==> config.mk <==
export PLATFORM = sky130hd
export DESIGN_NAME = lat_wr_sched
export DESIGN_NICKNAME = d
export VERILOG_FILES = /design/src/rtl/lat_wr_sched_pkg.sv /design/src/rtl/rr_arb.sv /design/src/rtl/lat_wr_sched.sv
export SDC_FILE = /design/constraint.sdc
export NUM_CORES = 1
export LEC_CHECK = 0
export ABC_AREA = 1
export CAP_MARGIN = 20
export CORE_MARGIN = 4
export CORE_UTILIZATION = 40
export CTS_CLUSTER_SIZE = 40
export DETAILED_ROUTE_END_ITERATION = 8
export PLACE_DENSITY = 0.83
export RECOVER_POWER = 100
export SETUP_SLACK_MARGIN = 0.5
export SLEW_MARGIN = 5
export SYNTH_ARGS = -nofsm -noshare
export SYNTH_HDL_FRONTEND = slang
export SYNTH_SLANG_ARGS = --single-unit
==> constraint.sdc <==
create_clock -name clk -period 5.7 [get_ports clk]
set_input_delay 0.855 -clock clk [delete_from_list [all_inputs] [get_ports clk]]
set_output_delay 0.855 -clock clk [all_outputs]
set_load 0.1 [all_outputs]
==> src/rtl/lat_wr_sched_pkg.sv <==
// Shared types for the latch-array write scheduler.
//   state_e : write sequencing phases (idle, setup, open, hold)
package lat_wr_sched_pkg;

    typedef enum logic [1:0] {
        StIdle  = 2'd0,
        StSetup = 2'd1,
        StOpen  = 2'd2,
        StHold  = 2'd3
    } state_e;

endpackage

==> src/rtl/rr_arb.sv <==
// Combinational round-robin arbiter.
//   req    : request vector
//   ptr    : highest-priority index; search runs upward from here modulo N
//   gnt    : one-hot grant (zero when no request)
//   gnt_id : binary index of the granted requester (zero when no request)
module rr_arb #(
    parameter int unsigned N = 4,
    localparam int unsigned IW = (N > 1) ? $clog2(N) : 1
) (
    input  logic [N-1:0]  req,
    input  logic [IW-1:0] ptr,
    output logic [N-1:0]  gnt,
    output logic [IW-1:0] gnt_id
);

    logic          found;
    logic [IW-1:0] idx;

    always_comb begin
        gnt    = '0;
        gnt_id = '0;
        found  = 1'b0;
        idx    = '0;
        for (int unsigned k = 0; k < N; k++) begin
            idx = IW'((32'(ptr) + k) % N);
            if (!found && req[idx]) begin
                found    = 1'b1;
                gnt[idx] = 1'b1;
                gnt_id   = idx;
            end
        end
    end

endmodule

==> src/rtl/lat_wr_sched.sv <==
// Write scheduler for a latch-based register file.
// Arbitrates N requesters round-robin, captures the winner's address/data and
// sequences the write through setup, open and hold phases so the shared latch
// data is stable a full cycle before and after the one-hot enable pulse.
//   clk, nreset : clock, asynchronous active-low reset
//   req_valid   : per-requester write request
//   req_ready   : per-requester grant (combinational from state, ptr, req_valid)
//   req_addr    : packed addresses, requester i at [i*AW +: AW]
//   req_data    : packed data, requester i at [i*DW +: DW]
//   le          : one-hot latch enables, flopped directly
//   wr_data     : shared latch input data
//   wr_addr     : address of the write in flight
//   busy        : write in flight
//   wr_done     : high during the hold phase
module lat_wr_sched
    import lat_wr_sched_pkg::*;
#(
    parameter int unsigned N  = 4,
    parameter int unsigned DW = 32,
    parameter int unsigned AW = 3
) (
    input  logic                clk,
    input  logic                nreset,
    input  logic [N-1:0]        req_valid,
    output logic [N-1:0]        req_ready,
    input  logic [N*AW-1:0]     req_addr,
    input  logic [N*DW-1:0]     req_data,
    output logic [(2**AW)-1:0]  le,
    output logic [DW-1:0]       wr_data,
    output logic [AW-1:0]       wr_addr,
    output logic                busy,
    output logic                wr_done
);

    localparam int unsigned Depth = 2 ** AW;
    localparam int unsigned IW    = (N > 1) ? $clog2(N) : 1;

    state_e           state_q, state_d;
    logic [IW-1:0]    ptr_q, ptr_d;
    logic [Depth-1:0] le_q, le_d;
    logic [DW-1:0]    wr_data_q, wr_data_d;
    logic [AW-1:0]    wr_addr_q, wr_addr_d;
    logic             busy_q, wr_done_q;

    logic [N-1:0]     gnt;
    logic [IW-1:0]    gnt_id;
    logic [AW-1:0]    sel_addr;
    logic [DW-1:0]    sel_data;
    logic             arb_en;
    logic             hs;

    rr_arb #(
        .N (N)
    ) u_rr_arb (
        .req    (req_valid),
        .ptr    (ptr_q),
        .gnt    (gnt),
        .gnt_id (gnt_id)
    );

    // Grants are only offered while idle or holding; reset also masks them.
    assign arb_en    = (state_q == StIdle) || (state_q == StHold);
    assign req_ready = (arb_en && nreset) ? gnt : '0;
    assign hs        = |req_ready;

    always_comb begin
        sel_addr = '0;
        sel_data = '0;
        for (int unsigned i = 0; i < N; i++) begin
            if (gnt_id == IW'(i)) begin
                sel_addr = req_addr[i*AW +: AW];
                sel_data = req_data[i*DW +: DW];
            end
        end
    end

    always_comb begin
        state_d   = state_q;
        ptr_d     = ptr_q;
        wr_data_d = wr_data_q;
        wr_addr_d = wr_addr_q;
        le_d      = '0;
        unique case (state_q)
            StIdle, StHold: begin
                if (hs) begin
                    state_d   = StSetup;
                    wr_addr_d = sel_addr;
                    wr_data_d = sel_data;
                    ptr_d     = (gnt_id == IW'(N - 1)) ? '0 : gnt_id + 1'b1;
                end else begin
                    state_d = StIdle;
                end
            end
            StSetup: begin
                state_d         = StOpen;
                // Decode here so le comes straight off a flop during OPEN.
                le_d[wr_addr_q] = 1'b1;
            end
            StOpen: begin
                state_d = StHold;
            end
        endcase
    end

    always_ff @(posedge clk or negedge nreset) begin
        if (!nreset) begin
            state_q   <= StIdle;
            ptr_q     <= '0;
            le_q      <= '0;
            wr_data_q <= '0;
            wr_addr_q <= '0;
            busy_q    <= 1'b0;
            wr_done_q <= 1'b0;
        end else begin
            state_q   <= state_d;
            ptr_q     <= ptr_d;
            le_q      <= le_d;
            wr_data_q <= wr_data_d;
            wr_addr_q <= wr_addr_d;
            busy_q    <= (state_d != StIdle);
            wr_done_q <= (state_d == StHold);
        end
    end

    assign le      = le_q;
    assign wr_data = wr_data_q;
    assign wr_addr = wr_addr_q;
    assign busy    = busy_q;
    assign wr_done = wr_done_q;

endmodule
# Word-level counts from Yosys, hierarchy flattened
# Cells that the tools add are included.
[classes]
addsub = 4
mul = 0
n_div = 0
order_cmp = 10
eq_ne = 7
shifts = 0
muxes = 42
bitwise_logic = 3
n_reduce_logical = 19
[op_table]
columns = ["cell", "count"]
rows = [
  ["two-way mux 32 bit", 4],
  ["two-way mux 4 bit", 5],
  ["two-way mux 1 bit", 13],
  ["< comparator 2 x 3 -> 1 bit (second input constant)", 4],
  ["two-way mux 3 bit", 4],
  ["bitwise OR 4 bit", 3],
  ["== test 2 bit (second input constant)", 5],
  ["two-way mux 2 bit", 5],
  ["logical AND 1 bit", 9],
  ["binary-select mux 1 bit (select 2 bit)", 4],
  ["demux 1 bit (select 2 bit)", 4],
  [">= comparator 2 x 1 -> 1 bit (second input constant)", 4],
  ["two-way mux 8 bit", 1],
  ["case mux 2 bit (3 select lines)", 1],
  ["adder 2 x 1 -> 2 bit (second input constant)", 2],
  ["adder 2 bit (second input constant)", 2],
  ["== test 2 x 1 -> 1 bit (second input constant)", 2],
  ["logical NOT 2 bit", 2],
  ["< comparator 3 x 4 -> 1 bit (second input constant)", 1],
  ["OR reduction 4 bit", 1],
  ["demux 1 bit (select 3 bit)", 1],
  [">= comparator 3 x 1 -> 1 bit (second input constant)", 1],
  ["logical NOT 1 bit", 3],
  ["AND reduction 2 bit", 1],
  ["other kinds (3)", 3],
]
[totals]
ff_bits = 49
latch_bits = 0
ram_bits = 0
romBits = 0
input_bits = 146
out_inout_bits = 49
word_cells = 92
memories = 0

# Depth between registers and ports, before layout
# Gate-level depths: netlist of the first run.
[logic_depth]
word_depth = 17
depth_mapped = 22
ltp_nobuf = 19

# Cells and area by module
# From an unflattened synthesis of the first run, not the netlist that was laid out.
[hier_totals]
hier_cells = 575
hier_area_um2 = 3674.8
[by_module_without_submodules]
columns = ["module", "n_inst", "cells_per_inst", "area_per_inst_um2", "seq_area_each_um2"]
rows = [
  ["lat_wr_sched", 1, 493, 3159.3, 1226.2],
  ["rr_arb", 1, 82, 515.5, 0.0],
]

# Least setup slack after synthesis of the first run
# No wires, ideal clock.
[synth_timing]
path_type = "register to output"
start = "register ptr_q[0]"
end = "output port req_ready[3]"
t_arrival_ns = 2.223
required_ns = 4.845
setup_slack_ns = 2.622
stages_incl_launch_ff = 13
n_path_buf = 1
cell_sequence = "dfrtp_1 > buf_6 > inv_4 > ha_1 > inv_1 > nand3_1 > nand2_1 > nand3_1 > nor2_2 > nand2_1 > nand3_1 > nand2_1 > inv_1"
[synth_between]
elab_chain_len = 13
elab_cells_between_ends = 48
cone_classes = "add/sub: 3; order compare: 8; mux: 24; bitwise: 3; reduce/logical: 10"
[synth_lines]
columns = ["item", "line", "text"]
rows = [
  ["from (decl)", "lat_wr_sched.sv:39", "logic [IW-1:0] ptr_q, ptr_d;"],
  ["from (signal assigned)", "lat_wr_sched.sv:116", "ptr_q <= ptr_d;"],
  ["branches (longest 11 deep; another with < comparator 2 x 3 -> 1 bit)", "-", ""],
  ["two-way mux 4 bit *", "rr_arb.sv:26", "if (!found && req[idx]) begin"],
  ["two-way mux 4 bit *", "lat_wr_sched.sv:63", "assign req_ready = (arb_en && nreset) ? gnt : '0;"],
  ["to (decl)", "lat_wr_sched.sv:25", "output logic [N-1:0] req_ready,"],
]
# Every way passes the cells marked *. The select of a mux whose other input is x is not followed.

# Worst setup path after layout of the first run
[layout_timing]
start = "register ptr_q[0]"
end = "output port req_ready[0]"
# The elaborated chain is that of the path after synthesis.

==> run summary, run 1 <==
Core area = 8340 um^2
GR Overflow Total = 0
H-tree levels = 2
Hold Crit Depth = 2
Final Hold Vio Count = 0
TritonCTS Buffers = 5
RSZ-0062 raised after global routing = no
Crit path DAT = 3.73 ns
Multiplexer share of the synthesized area = 0
DRT Pass-1 Iters = 7
Yosys warnings = 0
Final HPWL DP = 9030 um
Routed vias = 4109
Post-Synth XOR/XNOR Area = 0.00253
Worst r2r src = ptr_q[0]$_DFFE_PN0P_
Syn Inst Count = 527
Vias/cell = 5.10
Worst skew pair latency = 0.30 ns
CTS Sinks = 49
Critical Path Source Type = register
MaxCap Viol Count = 2
Total I/O pin count = 195
Wirelength, routed = 12200 um
Vias in the first global route = 3910
Initial Util = 0.416
Die area = 10200 um^2
FFs w/ async S/R, synth = 1.00
Register bit total from synthesis = 49
Root buf cell = clkbuf_8
Die H = 101 um
Violated checks = capacitance limit, slew limit
Fin crit share = 0.804
Global-route wire length before repair = 18600 um
GRT Total Usage = 0.227
Mapped Area = 3470 um^2
Post-CTS setup buffers = 0
Worst Setup End Kind = primary output
Layout cell share with drive strength beyond 1 = 0.0371
CTS clock-pin slew for the worst setup and hold paths = 0.10 ns
Fin Setup TNS = 0 ns
Iter 0 DRT Violations = 155
Die Width = 101 um
Setup-failing EPs final = 0
CP max FO = 12
Hold_buf cts = 0
Clock skew = 0.00991 ns
Adder-Cell Fraction of Synth Area = 0.0469
Syn Nets = 686
# port buffers = 194
Slew Viols, Final = 90
Dominant combinational cell family by area after synthesis = simple AND/OR/NAND/NOR gates
Critical Path RT = 4.85 ns
Syn avg cell area = 6.58 um^2
Post-synthesis sequential area ratio = 0.354
Max clock buf depth = 2
Drt wl/cell = 15.1 um
Simple-gate portion of the synthesized area = 0.349
Hold endpoint = wr_data[28]$_DFFE_PN0P_
Min Tclk post-route = 4.58 ns
Worst setup path class = register to primary output
Initial antenna violation count = 0
Fmax = 218 MHz
Rows = 33
Post-synth EDFFs = 0
DR DRC count = 0
Relative slew slack = -0.710
R2r setup slk = 1.32 ns
Synth Area in Compound Gates = 0.171
Post_cts resized = 0
Largest net degree at the start of global routing = 71
Area contributors post-synth = dfrtp_1, nand2_1, o21ai_0, nand3_1, a21oi_1
TritonCTS clock tree = done
Fin nets = 858
FF-to-FF path depth = 13
Least-Margin Pin Slew = 2.55 ns
P&R area growth vs syn = 59.1%
Yosys cell types = 25
Antenna Cells = 0
Min-delay worst type = register to register
ANT nets after route = 0
Yosys top cell area share = 0.354
Dominant synthesized flop cell = dfrtp_1
Status = finished, violations left
Area leader, netlist = dfrtp_1
Worst reg2reg endpoint = wr_addr[0]$_DFFE_PN0P_
Routability cong. = 0.859
Hold path start = wr_data[28]$_DFFE_PN0P_
-- cells in the mapped netlist (2+ instances only) --
cell	instances
buf_2	2
nand4_1	4
nor2_2	4
a21boi_0	3
a21oi_1	38
nand2_2	4
ha_1	13
nand2_4	2
nand2_1	221
clkbuf_1	26
inv_1	20
dfrtp_1	49
nand3_1	45
inv_2	2
buf_6	6
o21ai_0	72
nor2_1	8
-- worst max-delay path, stage by stage (launching register included) --
cell	delay [ns]
dfrtp_1	0.65
inv_4	0.11
ha_1	0.42
inv_1	0.10
nand3_1	0.09
nand2_1	0.08
nor2_1	0.38
a21oi_1	0.14
nand3_1	0.12
nand2_1	0.08
inv_1	0.06
dlygate4sd3_1	1.19
-- how the worst max path moves through the flow --
stage,start,slack [ns],cells after the start,endpoint
2_1_floorplan,ptr_q[0]$_DFFE_PN0P_,2.62,12,req_ready[3]
3_3_place_gp,req_valid[3],1.49,12,req_ready[0]
3_5_place_dp,req_valid[3],1.43,16,wr_data[31]$_DFFE_PN0P_
4_1_cts,ptr_q[0]$_DFFE_PN0P_,1.31,11,req_ready[2]
5_1_grt,ptr_q[0]$_DFFE_PN0P_,0.84,13,wr_data[22]$_DFFE_PN0P_
6_report,ptr_q[0]$_DFFE_PN0P_,1.12,11,req_ready[0]
-- sequential cells by signal, summed over array words and instances (netlist names) --
signal and flops:
wr_addr 3, busy 1, state_q 2, wr_done 1, le 8, wr_data 32, ptr_q 2
-- cells by family after synthesis --
kind of cell | after synthesis
xor gates and xnor gates | 1
and+or+nand+nor | 290
AOI/OAI and AO/OA | 116
adders and majority gates | 13
DFF | 49
buffers and inverters | 58
-- metal layers --
metal	vias to the layer above	GRT usage	share of wire
li1	2056	-	-
met1	1852	0.262	0.38
met2	185	0.405	0.49
met3	16	0.0720	0.11
met4	0	0.0613	0.017
met5	-	0	0
-- placed cells by master (no fill, tap or decap), drive strengths merged --
cell	instances
a21oi	38
clkbuf	7
a21boi	4
buf	4
xor2	1
nand3	47
clkinvlp	1
inv	23
dlygate4sd3	49
clkdlybuf4s50	144
nand2	227
o21ai	73
dfrtp	49
o21bai	1
ha	13
nand4	4
nor2	12
clkinv	2
bufinv	1
-- cell type report --
class                      instances  area [um^2]
fill                             730         2820
timing repair buffer             199         1980
multi-input combinational        420         1970
sequential                        49         1230
tap                              105          131
inverter                          24         92.6
clock buffer                       5         68.8
clock inverter                     3         46.3
-- metrics by stage --
stage	setup WS [ns]	hold WS, ns	std cells	cell area, um^2	utilization
5_1_grt	0.845	0.511	805	5520	0.662
6_report	1.12	0.482	805	5520	0.662
3_3_place_gp	1.49	0.462	796	5400	0.647
3_5_place_dp	1.43	0.464	796	5400	0.647
2_1_floorplan	2.62	0.509	527	3470	-
4_1_cts	1.31	0.491	804	5510	0.661
Power of run 1 is not shown: default switching activity piles up to over one toggle a cycle in this logic, so the estimate is an artifact.
==> run 2: changes to the inputs <==
CORE_UTILIZATION = 39   (was 40)
PLACE_DENSITY = 0.81   (was 0.83)
clock period = 4.7 ns   (was 5.7 ns; I/O delays follow)
==> run summary, run 2 (same netlist as run 1, synthesis figures left out) <==
Status = finished, violations left
Violated checks = capacitance limit, slew limit
DRT Pass-1 Iters = 5
ANT nets after route = 0
DR DRC count = 0
Least-Margin Pin Slew = 2.63 ns
Root buf cell = clkbuf_8
Worst setup path class = register to primary output
Post_cts resized = 0
CTS Sinks = 49
Initial Util = 0.400
Min Tclk post-route = 4.02 ns
CP Cell Sequence = inv_4 > ha_1 > inv_1 > nand3_1 > nand2_1 > nor2_1 > a21oi_1 > nand3_1 > nand2_1 > inv_1 > clkbuf_1
Critical Path Source Type = register
Largest register FFs = 32
RSZ-0062 raised after global routing = no
Die H = 102 um
Antenna Cells = 0
Worst Setup End Kind = primary output
GRT Total Usage = 0.231
Worst setup margin = 0.677 ns
Crit path DAT = 3.32 ns
Max clock buf depth = 2
Routed vias = 4192
CTS clock-pin slew for the worst setup and hold paths = 0.10 ns
Setup WS pre-CTS = 0.566 ns
Commonest non-fill, non-tap cell in the layout = nand2_1
Wirelength, routed = 12500 um
Iter 0 DRT Violations = 230
Vias/cell = 5.18
Fin nets = 860
CP max FO = 12
Die Width = 102 um
# port buffers = 194
Worst skew pair latency = 0.30 ns
TritonCTS Buffers = 5
Fin crit share = 0.856
Slew Viols, Final = 90
Crit-path max cell delay = 0.86 ns
H-tree levels = 2
Critical Path RT = 3.99 ns
Routability cong. = 1.07
Post-CTS setup buffers = 0
Final HPWL DP = 9360 um
Die area = 10500 um^2
GR Overflow Total = 0
Min-delay worst type = register to register
Core area = 8680 um^2
Clock skew = 0.0129 ns
Global-route wire length before repair = 19200 um
Final Hold Vio Count = 0
Drt wl/cell = 15.5 um
Layout cell share with drive strength beyond 1 = 0.0399
Fin Setup TNS = 0 ns
Most frequent cells in the layout = nand2_1, clkdlybuf4s50_1, o21ai_0
Crit-path slowest cell = clkbuf_1
MaxCap Viol Count = 2
Largest net degree at the start of global routing = 50
Fmax = 249 MHz
Hold_buf cts = 0
P&R area growth vs syn = 58.4%
TritonCTS clock tree = done
Total I/O pin count = 195
Rows = 34
Relative slew slack = -0.751
Vias in the first global route = 4039
Setup-failing EPs final = 0
Initial antenna violation count = 0
run 2: worst paths after layout:
check,start,to,slack [ns],cells past startpoint
max in group asynchronous,nreset,wr_data[15]$_DFFE_PN0P_,1.87,2
min reg2reg,wr_data[15]$_DFFE_PN0P_,wr_data[15]$_DFFE_PN0P_,0.48,2
max reg2reg,ptr_q[0]$_DFFE_PN0P_,wr_addr[2]$_DFFE_PN0P_,0.74,19
min in group asynchronous,nreset,wr_done$_DFF_PN0_,1.33,2
min,wr_data[15]$_DFFE_PN0P_,wr_data[15]$_DFFE_PN0P_,0.48,2
max,ptr_q[0]$_DFFE_PN0P_,req_ready[2],0.68,11
run 2: cell type report:
class	instances	area, um^2
fillers	754	3180
multi-input cells	420	1970
repair buffers	201	1980
well taps	108	135
flip-flops and latches	49	1230
clock inverters	3	25.0
clock buffers	5	68.8
inverters	24	92.6
run 2: layer usage:
layer | global-route usage | wire (um)
met5 | 0 | 0
met4 | 0.0716 | 263
met3 | 0.0526 | 1270
met2 | 0.432 | 6260
met1 | 0.259 | 4730
run 2: worst max-delay path: cells and delay by family, from the launching register on:
kind                       cells  cell delay, ns
buffers and inverters          4            1.12
and+or+nand+nor                5            0.72
DFF                            1            0.63
adders and majority gates      1            0.42
AOI/OAI and AO/OA              1            0.12
run 2: metrics by stage:
step / util / instance area (um^2) / cells / hold slack, ns
5_1_grt: 0.633 / 5500 / 810 / 0.505
4_1_cts: 0.633 / 5490 / 808 / 0.490
3_5_place_dp: 0.622 / 5400 / 800 / 0.465
6_report: 0.633 / 5500 / 810 / 0.481
3_3_place_gp: 0.622 / 5400 / 800 / 0.462
2_1_floorplan: - / 3470 / 527 / 0.409
Power of run 2 is left out for the same reason.
==> run 3: changes to the inputs <==
MAX_ROUTING_LAYER = met4   (was default)
RECOVER_POWER = default   (was 100)
==> run summary, run 3 (same netlist as run 1, synthesis figures left out) <==
Status = finished clean
Largest register FFs = 32
GR Overflow Total = 0
Fin nets = 861
Commonest non-fill, non-tap cell in the layout = nand2_1
# port buffers = 194
DR DRC count = 0
Wirelength, routed = 12600 um
Crit path DAT = 3.91 ns
Fillers = 784
Clock skew = 0.00736 ns
Core area = 8680 um^2
Min-delay worst type = register to register
H-tree levels = 2
Layout cell share with drive strength beyond 1 = 0.0541
Initial antenna violation count = 0
Max clock buf depth = 2
Final Instance Area = 5570 um^2
Rows = 34
Drt wl/cell = 15.5 um
Routed vias = 4136
Slew Viols, Final = 0
Worst skew pair latency = 0.30 ns
Die Width = 102 um
Critical Path Source Type = register
R2r setup slk = 1.04 ns
Routability cong. = 0.872
Crit-path max cell delay = 0.67 ns
FF-to-FF path depth = 18
TritonCTS clock tree = done
Antenna Cells = 0
CTS clock-pin slew for the worst setup and hold paths = 0.09 ns
Largest net degree at the start of global routing = 50
CTS Sinks = 49
Global-route wire length before repair = 19800 um
Worst r2r src = ptr_q[0]$_DFFE_PN0P_
Hold_buf cts = 0
Final HPWL DP = 9440 um
Crit path to = wr_data[25]$_DFFE_PN0P_
DRT Pass-1 Iters = 4
Fmax = 273 MHz
Fin crit share = 0.780
GRT Total Usage = 0.243
CP Launch Point = ptr_q[0]$_DFFE_PN0P_
Setup-failing EPs final = 0
Initial Util = 0.400
ANT nets after route = 0
Least-Margin Pin Slew = 1.01 ns
Min Tclk post-route = 3.66 ns
Iter 0 DRT Violations = 171
Critical Path RT = 4.94 ns
Crit-path slowest cell = dfrtp_1
Final Hold Vio Count = 0
Relative slew slack = 0.325
Die H = 102 um
Die area = 10500 um^2
TritonCTS Buffers = 5
CP Cell Sequence = inv_4 > ha_1 > inv_1 > nand3_1 > nand2_1 > nor2_2 > xor2_1 > o21ai_0 > o21ai_0 > inv_1 > ha_2 > buf_4 > a21oi_1 > nand2_1 > o21ai_0 > o21ai_0 > nand2_1 > nand2_1
Post_cts resized = 0
Vias in the first global route = 4164
CP max FO = 20
Total I/O pin count = 195
MaxCap Viol Count = 0
Worst setup path class = register to register
Fin Setup TNS = 0 ns
Most frequent cells in the layout = nand2_1, clkdlybuf4s50_1, o21ai_0
Worst Setup End Kind = register
Post-CTS setup buffers = 0
RSZ-0062 raised after global routing = no
Worst reg2reg endpoint = wr_data[25]$_DFFE_PN0P_
P&R area growth vs syn = 60.5%
Vias/cell = 5.10
Post-Place Cell Area = 5420 um^2
Root buf cell = clkbuf_8
## run 3: area by class of cell
cell class                 count  area [um^2]  share of cell area
clock buffer                   6         82.6              0.0148
clock inverter                 2         37.5             0.00674
inverter                      24         92.6              0.0166
multi-input combinational    420         1980               0.357
sequential                    49         1230               0.220
tap                          108          135              0.0243
timing repair buffer         202         2010               0.361
## run 3: stage by stage
stage / std cells / utilization / hold WS (ns) / setup slack [ns]
after global routing: 811 / 0.641 / 0.520 / 0.571
after CTS: 810 / 0.638 / 0.488 / 0.607
after detailed placement: 802 / 0.624 / 0.464 / 0.531
after global placement: 802 / 0.624 / 0.462 / 0.712
after floorplan: 527 / - / 0.409 / 1.63
final: 811 / 0.641 / 0.480 / 1.04
## run 3: critical path: cells and delay by family (launching register included)
family | cells | cell delay, ns
flops | 1 | 0.67
compound gates | 5 | 0.58
fa+ha+maj | 2 | 0.86
simple gates | 6 | 0.66
buf+inv | 4 | 0.73
xor+xnor | 1 | 0.10
## run 3: how the worst min path moves through the flow
stage                                       start  cells past startpoint  slack (ns)                       to
after floorplan                            nreset                      0        0.41           busy$_DFF_PN0_
after global placement    wr_data[23]$_DFFE_PN0P_                      2        0.46  wr_data[23]$_DFFE_PN0P_
after detailed placement  wr_data[16]$_DFFE_PN0P_                      2        0.46  wr_data[16]$_DFFE_PN0P_
after CTS                 wr_data[16]$_DFFE_PN0P_                      2        0.49  wr_data[16]$_DFFE_PN0P_
after global routing       wr_data[2]$_DFFE_PN0P_                      2        0.52   wr_data[2]$_DFFE_PN0P_
final                     wr_data[21]$_DFFE_PN0P_                      2        0.48  wr_data[21]$_DFFE_PN0P_
## run 3: routing by layer
| metal | share of wire | track usage | vias to the layer above |
|---|---|---|---|
| met1 | 0.40 | 0.285 | 1892 |
| met5 | 0 | - | - |
| met3 | 0.087 | 0.0451 | 13 |
| met4 | 0.015 | 0.0585 | 0 |
| met2 | 0.50 | 0.431 | 178 |
| li1 | - | - | 2053 |
Power of run 3 is left out for the same reason.
